File: src/rtl/press_referee.sv
// rtl/press_referee.sv - reaction-round controller and single-winner press arbiter
// Optional feature macro: PRESS_REFEREE_RANDOM_DELAY_EN (adds lfsr[2:0] extra hold-off cycles)

module press_referee #(
   parameter int N_PLAYERS      = 2,
   parameter int DELAY_CYCLES   = 8,
   parameter int TIMEOUT_CYCLES = 64,
   parameter int CNT_W          = 8
) (
   input  logic                 Clock,
   input  logic                 reset,
   input  logic                 start,
   input  logic [N_PLAYERS-1:0] press,
   output logic                 go,
   output logic                 busy,
   output logic [N_PLAYERS-1:0] winner,
   output logic [N_PLAYERS-1:0] foul,
   output logic                 timeout,
   output logic                 round_done
);

   localparam int PTR_W = (N_PLAYERS > 1) ? $clog2(N_PLAYERS) : 1;

   typedef enum logic [1:0] {
      IDLE   = 2'd0,
      WAIT   = 2'd1,
      GO     = 2'd2,
      RESULT = 2'd3
   } state_t;

   state_t               state;
   state_t               state_next;
   logic [CNT_W-1:0]     cnt;
   logic [CNT_W-1:0]     cnt_next;
   logic [CNT_W-1:0]     hold_load;
   logic [N_PLAYERS-1:0] winner_next;
   logic [N_PLAYERS-1:0] foul_next;
   logic                 timeout_next;
   logic [PTR_W-1:0]     ptr;
   logic [PTR_W-1:0]     ptr_next;
   logic [PTR_W-1:0]     cand;
   logic [PTR_W-1:0]     pick_idx;
   logic                 pick_found;

`ifdef PRESS_REFEREE_RANDOM_DELAY_EN
   logic [7:0] lfsr;

   // Free-running LFSR (taps 8,6,5,4); its low bits randomise the hold-off at the accepting start
   always_ff @(posedge Clock) begin
      if (reset)
         lfsr <= 8'h01;
      else
         lfsr <= {lfsr[6:0], lfsr[7] ^ lfsr[5] ^ lfsr[4] ^ lfsr[3]};
   end

   assign hold_load = CNT_W'(DELAY_CYCLES - 1) + CNT_W'(lfsr[2:0]);
`else
   assign hold_load = CNT_W'(DELAY_CYCLES - 1);
`endif

   // Round-robin search: first pressed player at or above the pointer, wrapping around
   always_comb begin
      pick_found = 1'b0;
      pick_idx   = '0;
      cand       = '0;
      for (int k = 0; k < N_PLAYERS; k++) begin
         cand = PTR_W'((int'(ptr) + k) % N_PLAYERS);
         if (!pick_found && press[cand]) begin
            pick_found = 1'b1;
            pick_idx   = cand;
         end
      end
   end

   // Next-state and next-result logic; results stay put unless a round changes them
   always_comb begin
      state_next   = state;
      cnt_next     = cnt;
      winner_next  = winner;
      foul_next    = foul;
      timeout_next = timeout;
      ptr_next     = ptr;
      case (state)
         IDLE: begin
            // a press in the same cycle as start is deliberately ignored
            if (start) begin
               state_next   = WAIT;
               cnt_next     = hold_load;
               winner_next  = '0;
               foul_next    = '0;
               timeout_next = 1'b0;
            end
         end
         WAIT: begin
            if (|press) begin
               foul_next  = press;
               state_next = RESULT;
            end else if (cnt == '0) begin
               state_next = GO;
               cnt_next   = CNT_W'(TIMEOUT_CYCLES - 1);
            end else begin
               cnt_next = cnt - 1'b1;
            end
         end
         GO: begin
            // a press on the last GO cycle still wins over the timeout
            if (pick_found) begin
               winner_next = N_PLAYERS'(1) << pick_idx;
               ptr_next    = (pick_idx == PTR_W'(N_PLAYERS - 1)) ? '0 : pick_idx + 1'b1;
               state_next  = RESULT;
            end else if (cnt == '0) begin
               timeout_next = 1'b1;
               state_next   = RESULT;
            end else begin
               cnt_next = cnt - 1'b1;
            end
         end
         RESULT: begin
            state_next = IDLE;
         end
         default: begin
            state_next = IDLE;
         end
      endcase
   end

   // State, counter, results and fairness pointer registers
   always_ff @(posedge Clock) begin
      if (reset) begin
         state   <= IDLE;
         cnt     <= '0;
         winner  <= '0;
         foul    <= '0;
         timeout <= 1'b0;
         ptr     <= '0;
      end else begin
         state   <= state_next;
         cnt     <= cnt_next;
         winner  <= winner_next;
         foul    <= foul_next;
         timeout <= timeout_next;
         ptr     <= ptr_next;
      end
   end

   assign go         = (state == GO);
   assign busy       = (state != IDLE);
   assign round_done = (state == RESULT);

endmodule

File: config.mk
export PLATFORM = sky130hd
export DESIGN_NAME = press_referee
export DESIGN_NICKNAME = d
export VERILOG_FILES = /design/src/rtl/press_referee.sv
export SDC_FILE = /design/constraint.sdc
export NUM_CORES = 1
export LEC_CHECK = 0
export CAP_MARGIN = 20
export CORE_MARGIN = 2
export CORE_UTILIZATION = 45
export CTS_BUF_LIST = sky130_fd_sc_hd__clkbuf_8
export DETAILED_ROUTE_END_ITERATION = 7
export PLACE_DENSITY = 0.73
export SLEW_MARGIN = 0
export SYNTH_ARGS = -nofsm -noshare
export SYNTH_HDL_FRONTEND = slang
export SYNTH_SLANG_ARGS = --single-unit
File: constraint.sdc
create_clock -name Clock -period 2.1 [get_ports Clock]
set_input_delay 0.21 -clock Clock [delete_from_list [all_inputs] [get_ports Clock]]
set_output_delay 0.21 -clock Clock [all_outputs]
set_load 0.05 [all_outputs]
==> results.yml, run 1 <==
critical_path:
  cp-start-kind: "flop"
  critPathCapture: "cnt[7]"
  path_class: "reg -> reg"
  timing.critical_path.arrival_ns: 2.21
  reg2regPathDepth: 6
  timing.rr.end: "cnt[7]"
  worstReg2RegStart: "state[0]"
  timing.critical_path.to_type: "flop"
  r2r_setup_slack_ns: 0.09
  cp-startpoint: "state[0]"
  path_max_fanout: 5
  critical_path_required_ns: 2.29
floorplan:
  row_count: 17
  die_area_um2: 2850
  floorplan.core_area_um2: 2250
  io_pins: 13
  die_y_um: 53.4
  die_w_um: 53.4
  floorplan.initialDensity: 0.487
cells_and_area:
  fin_util: 0.614
  final_layout_net_count: 163
  mostFrequentLayoutCell: "sky130_fd_sc_hd__dfxtp_1"
  layout_common_cells: "16 x sky130_fd_sc_hd__dfxtp_1, 14 x sky130_fd_sc_hd__a21oi_1, 13 x sky130_fd_sc_hd__buf_4"
  insertedDiodeCount: 0
  drive_gt1_frac: 0.191
  areaGrowthSynthToFinish_pct: 26.1
  finalInstanceArea_um2: 1390
sta:
  fin_setup_tns_ns: 0
  timing_hold_violations_final: 0
  report.final.slew_viol_count: 0
  post_layout_min_period_ns: 2.01
  slew-limit-headroom: 0.624
  worst_hold_margin_ns: 0.460
  tightest_slew_ns: 0.563
  fmaxAchievable_mhz: 496
  rsz0062_at_grt: "false"
  report.final.setup_viol: 0
  fin_worst_skew_ns: 0.00402
  post-route-period-util: 0.959
global_routing:
  grt_pass1_vias: 1039
  grt_overflow_total: 0
  global_route.peak_usage_layer: "met2"
  grt_max_degree: 12
  grt.met1_usage: 0.326
  track_usage: 0.231
  antenna_found_initial: 0
  grtUsageMet2: 0.356
  gr-usage-met3: 0.0311
  grt_first_pass_wirelength_um: 4840
power_and_ir_drop:
  static-leakage-power_nw: 0.552
  peakVddDrop_mv: 1.08
  power.density_nw_per_um2: 1640
yosys:
  synthesis.area_per_instance_um2: 8.32
  postSynthRegisterBits: 16
  synth-async-reset-ratio: 0
  netlist_area_um2: 1100
  synth.yosys.warnings: 0
  synth_enable_flop_cells: 0
  yosysSeqAreaShare: 0.292
  synth_fp_nets: 142
  gate_count_after_technology_mapping: 132
  postSynth.topFlopCell: "sky130_fd_sc_hd__dfxtp_1"
  post_synth_num_cell_types: 46
clock_tree:
  worst_setup_hold_path_clk_slew_ns: 0.07
  tritoncts_buffers: 3
  cts_setup_buffers: 0
  clock_tree_from_tritoncts: "yes"
  cts-htree-levels: 1
  clock_sinks: 16
  post_cts_repair_resize_count: 0
  clk-insertion-delay-late_ns: 0.25
  clk_path_buf_depth: 2
  cts.hold.buffers_added: 0
  clk_root_buffer_cell: "sky130_fd_sc_hd__clkbuf_8"
detailed_routing:
  detail_route.first_pass.iterations: 4
  avgViaCountPerCell: 6.39
  drt_wl_total_um: 2860
  routedWlPerCell_um: 15.9
  drt_first_iter_violations: 44
  routed_antenna_nets: 0
  drcViolationCount: 0
  num_vias: 1150
placed_design:
  port_buffer_cells: 12
  dpl_cell_area_um2: 1310
  dp_hpwl_um: 2070
  gp_congestion: 0.867
flow_run:
  max-cap-violations: 0
min_path:
  worstHoldPathType: "reg -> reg"
status:
  outcome: "complete, no violations"
==> registers in the layout (all words and copies together) (netlist names) <==
name / cells
cnt: 8
timeout: 1
foul: 2
winner: 2
state: 2
ptr: 1
==> per-stage QoR <==
stage / setup WS (ns) / instances / power [mW]
floorplan: 0.0886 / 132 / 1.52
global placement: 0.0505 / 176 / 1.90
detailed placement: 0.0366 / 176 / 1.92
CTS: 0.0140 / 180 / 2.20
global route: 0.00360 / 180 / 2.43
finish: 0.0856 / 180 / 2.28
==> Yosys cell counts (2+ instances only) <==
cell type,instances,area share
sky130_fd_sc_hd__a21o_1,3,0.020
sky130_fd_sc_hd__a211oi_1,3,0.020
sky130_fd_sc_hd__nor2b_1,4,0.023
sky130_fd_sc_hd__nand4_1,3,0.017
sky130_fd_sc_hd__nand2b_1,2,0.011
sky130_fd_sc_hd__nor3_1,4,0.018
sky130_fd_sc_hd__ha_1,5,0.057
sky130_fd_sc_hd__or4_1,2,0.014
sky130_fd_sc_hd__or3b_2,2,0.016
sky130_fd_sc_hd__a21oi_1,14,0.064
sky130_fd_sc_hd__o31ai_1,3,0.020
sky130_fd_sc_hd__o21ai_0,6,0.027
sky130_fd_sc_hd__o21a_1,2,0.014
sky130_fd_sc_hd__nor4_2,2,0.023
sky130_fd_sc_hd__a32o_1,2,0.018
sky130_fd_sc_hd__dfxtp_1,16,0.29
sky130_fd_sc_hd__o22ai_1,3,0.017
sky130_fd_sc_hd__a311oi_1,2,0.016
sky130_fd_sc_hd__nor2_1,7,0.024
sky130_fd_sc_hd__clkbuf_1,7,0.024
sky130_fd_sc_hd__nand2_1,8,0.027
sky130_fd_sc_hd__inv_1,8,0.027
==> cells by family after synthesis <==
| logic type | count (synthesis) | share of synthesized area |
|---|---|---|
| buffers and inverters | 15 | 0.0513 |
| adders and majority gates | 5 | 0.0569 |
| AOI/OAI and AO/OA | 51 | 0.345 |
| DFF | 16 | 0.292 |
| and+or+nand+nor | 44 | 0.245 |
| muxes | 1 | 0.0102 |
==> critical path: stages (launching register included) <==
cell                        delay [ns]
sky130_fd_sc_hd__dfxtp_1          0.36
sky130_fd_sc_hd__inv_1            0.10
sky130_fd_sc_hd__ha_1             0.21
sky130_fd_sc_hd__nor2b_1          0.21
sky130_fd_sc_hd__or4_1            0.61
sky130_fd_sc_hd__a2111oi_2        0.33
sky130_fd_sc_hd__a31o_1           0.14
==> report_power, final <==
| group | leakage (nW) | switching [mW] | internal [mW] |
|---|---|---|---|
| sequential | 0.131 | 0.0941 | 0.384 |
| clock | 0.0288 | 0.113 | 0.166 |
| combinational | 0.393 | 0.902 | 0.615 |
==> worst min path at each step <==
stage	slack, ns	cells after the start	endpoint	from
2_1_floorplan	0.33	1	cnt[6]	reset
3_3_place_gp	0.45	2	foul[0]	foul[0]
3_5_place_dp	0.45	2	foul[0]	foul[0]
4_1_cts	0.46	2	foul[0]	foul[0]
5_1_grt	0.48	2	foul[0]	foul[0]
6_report	0.46	2	foul[0]	foul[0]
==> per-layer routing <==
layer	part of all wire	vias to the layer above	wire (um)
met4	0.0032	0	9
li1	-	550	-
met1	0.46	556	1320
met2	0.48	42	1360
met5	0	-	0
met3	0.058	2	167
==> layout make-up <==
class	count	area, um2
Inverter	8	30.0
Clock buffer	4	55.1
Fill cell	196	870
Sequential cell	16	320
Multi-Input combinational cell	101	744
Timing Repair Buffer	23	200
Tap cell	28	35.0
No activity file was read; power rests on OpenSTA's default activity.
==> run 2, diff against run 1 <==
CORE_ASPECT_RATIO = 1.75   (was default)
CTS_CLUSTER_DIAMETER = 200   (was default)
==> run 2 against run 1 <==
Compared with the run above: register-to-register slack better by 0.02 ns; cell count unchanged; via count rose by 3.4%; core utilization down 0.40 points; count of clock-buffer cells in the layout did not move; critical endpoint unchanged; largest cell class unchanged; highest routed layer unchanged.
==> results.yml, run 2 (synthesis gave the netlist of run 1 again) <==
status:
  outcome: "complete, no violations"
global_routing:
  track_usage: 0.252
  antenna_found_initial: 0
  grt_first_pass_wirelength_um: 5150
  grt_max_degree: 11
  grt_overflow_total: 0
  grt_pass1_vias: 1181
clock_tree:
  tritoncts_buffers: 3
  cts-htree-levels: 1
  clk-insertion-delay-late_ns: 0.26
  clock_tree_from_tritoncts: "yes"
  clock_sinks: 16
  worst_setup_hold_path_clk_slew_ns: 0.07
  clk_root_buffer_cell: "sky130_fd_sc_hd__clkbuf_8"
  clk_path_buf_depth: 2
placed_design:
  dpl_cell_area_um2: 1330
  gp_congestion: 0.833
  dp_hpwl_um: 2380
  pre_cts_ws_ns: -0.00409
  port_buffer_cells: 12
detailed_routing:
  drt_first_iter_violations: 37
  drt_wl_total_um: 3180
  avgViaCountPerCell: 6.61
  routedWlPerCell_um: 17.6
  detail_route.first_pass.iterations: 4
  num_vias: 1189
  routed_antenna_nets: 0
  drcViolationCount: 0
critical_path:
  r2r_setup_slack_ns: 0.11
  path_max_fanout: 5
  cp-startpoint: "cnt[0]"
  timing.rr.end: "cnt[7]"
  worstReg2RegStart: "cnt[0]"
  path_class: "reg -> reg"
  critical_path_required_ns: 2.26
  cell_by_cell_trace_of_the_critical_path: "inv_1 > ha_1 > or3b_2 > o31ai_1 > buf_4 > o22ai_1 > a31o_1"
  timing.critical_path.to_type: "flop"
  critical-path-slowest-cell: "sky130_fd_sc_hd__or3b_2"
  slowest_delay_ns: 0.50
  reg2regPathDepth: 7
  crit_buf_inv: 2
  cp-start-kind: "flop"
  dominant_delay_contributor_by_cell_family_on_the_critical_path: "compound AO/OA/AOI/OAI gates"
  timing.critical_path.arrival_ns: 2.15
min_path:
  min_delay_worst_endpoint: "foul[0]"
  min_delay_path_depth: 2
  hold_path_startpoint: "foul[0]"
  worstHoldPathType: "reg -> reg"
cells_and_area:
  finalInstanceArea_um2: 1410
  drive_gt1_frac: 0.213
  layout_common_cells: "16 x sky130_fd_sc_hd__dfxtp_1, 16 x sky130_fd_sc_hd__buf_4, 14 x sky130_fd_sc_hd__a21oi_1"
  largest_register_ffs: 8
  insertedDiodeCount: 0
  register_with_the_most_flip_flops: "cnt"
  final_layout_net_count: 166
  fin_util: 0.610
  areaGrowthSynthToFinish_pct: 27.9
sta:
  timing.final.ws_setup_ns: 0.107
  fin_setup_tns_ns: 0
  tightest_slew_ns: 0.499
  report.final.slew_viol_count: 0
  fmaxAchievable_mhz: 502
  post_layout_min_period_ns: 1.99
  fin_worst_skew_ns: 0.000616
  rsz0062_at_grt: "true"
  report.final.setup_viol: 0
  timing_hold_violations_final: 0
  slew-limit-headroom: 0.666
  post-route-period-util: 0.949
flow_run:
  max-cap-violations: 0
power_and_ir_drop:
  total_power_mw: 2.36
  peakVddDrop_mv: 1.08
  static-leakage-power_nw: 0.570
  power.density_nw_per_um2: 1680
floorplan:
  die_area_um2: 2870
  row_count: 23
  io_pins: 13
  die_y_um: 69.4
  floorplan.core_area_um2: 2300
  die_w_um: 41.4
  floorplan.initialDensity: 0.477
run 2: cell count changes in the layout (fill, tap and decap cells not counted):
cell | previous run | this run
sky130_fd_sc_hd__nor2b_1 | 4 | 3
sky130_fd_sc_hd__nor2b_2 | 0 | 1
sky130_fd_sc_hd__or4_1 | 2 | 1
sky130_fd_sc_hd__o31ai_1 | 2 | 3
sky130_fd_sc_hd__or4_4 | 1 | 2
sky130_fd_sc_hd__o31ai_2 | 1 | 0
sky130_fd_sc_hd__buf_4 | 13 | 16
run 2: worst max-delay path by stage:
stage | depth (start not counted) | to | slack [ns]
after floorplan | 7 | cnt[7] | 0.09
after global placement | 5 | cnt[7] | 0.06
after detailed placement | 6 | cnt[2] | -0.004
after CTS | 6 | cnt[1] | 0.02
after global routing | 7 | cnt[7] | -0.004
final | 7 | cnt[7] | 0.11
run 2: report_power, final:
| part | internal [mW] | switching [mW] |
|---|---|---|
| combinational | 0.653 | 0.930 |
| clock | 0.167 | 0.125 |
| sequential | 0.384 | 0.0963 |
run 2: cell type report:
cell class,count,area (um2)
fill,226,897
multi-input combinational,101,746
sequential,16,320
timing repair buffer,26,223
clock buffer,4,55.1
tap,25,31.3
inverter,8,30.0
run 2: layer usage:
layer / track usage / share of wire
met1: 0.278 / 0.37
met2: 0.422 / 0.55
met3: 0.0288 / 0.032
met4: 0.143 / 0.044
met5: 0 / 0
run 2: worst min-delay path: cells and delay by family, from the launching register on:
kind	cells	cell delay (ns)
flops	1	0.31
simple gates	1	0.05
compound gates	1	0.05
run 2: metrics by stage:
| stage | hold slack [ns] | instances |
|---|---|---|
| final | 0.461 | 180 |
| after detailed placement | 0.453 | 176 |
| after global routing | 0.502 | 180 |
| after CTS | 0.462 | 180 |
| after global placement | 0.446 | 176 |
| after floorplan | 0.327 | 132 |
run 2: what timing repair did:
action,CTS,global route
resized for setup,1,4
endpoints found under the setup margin,2,7
hold buffers,0,0
setup buffers,0,0
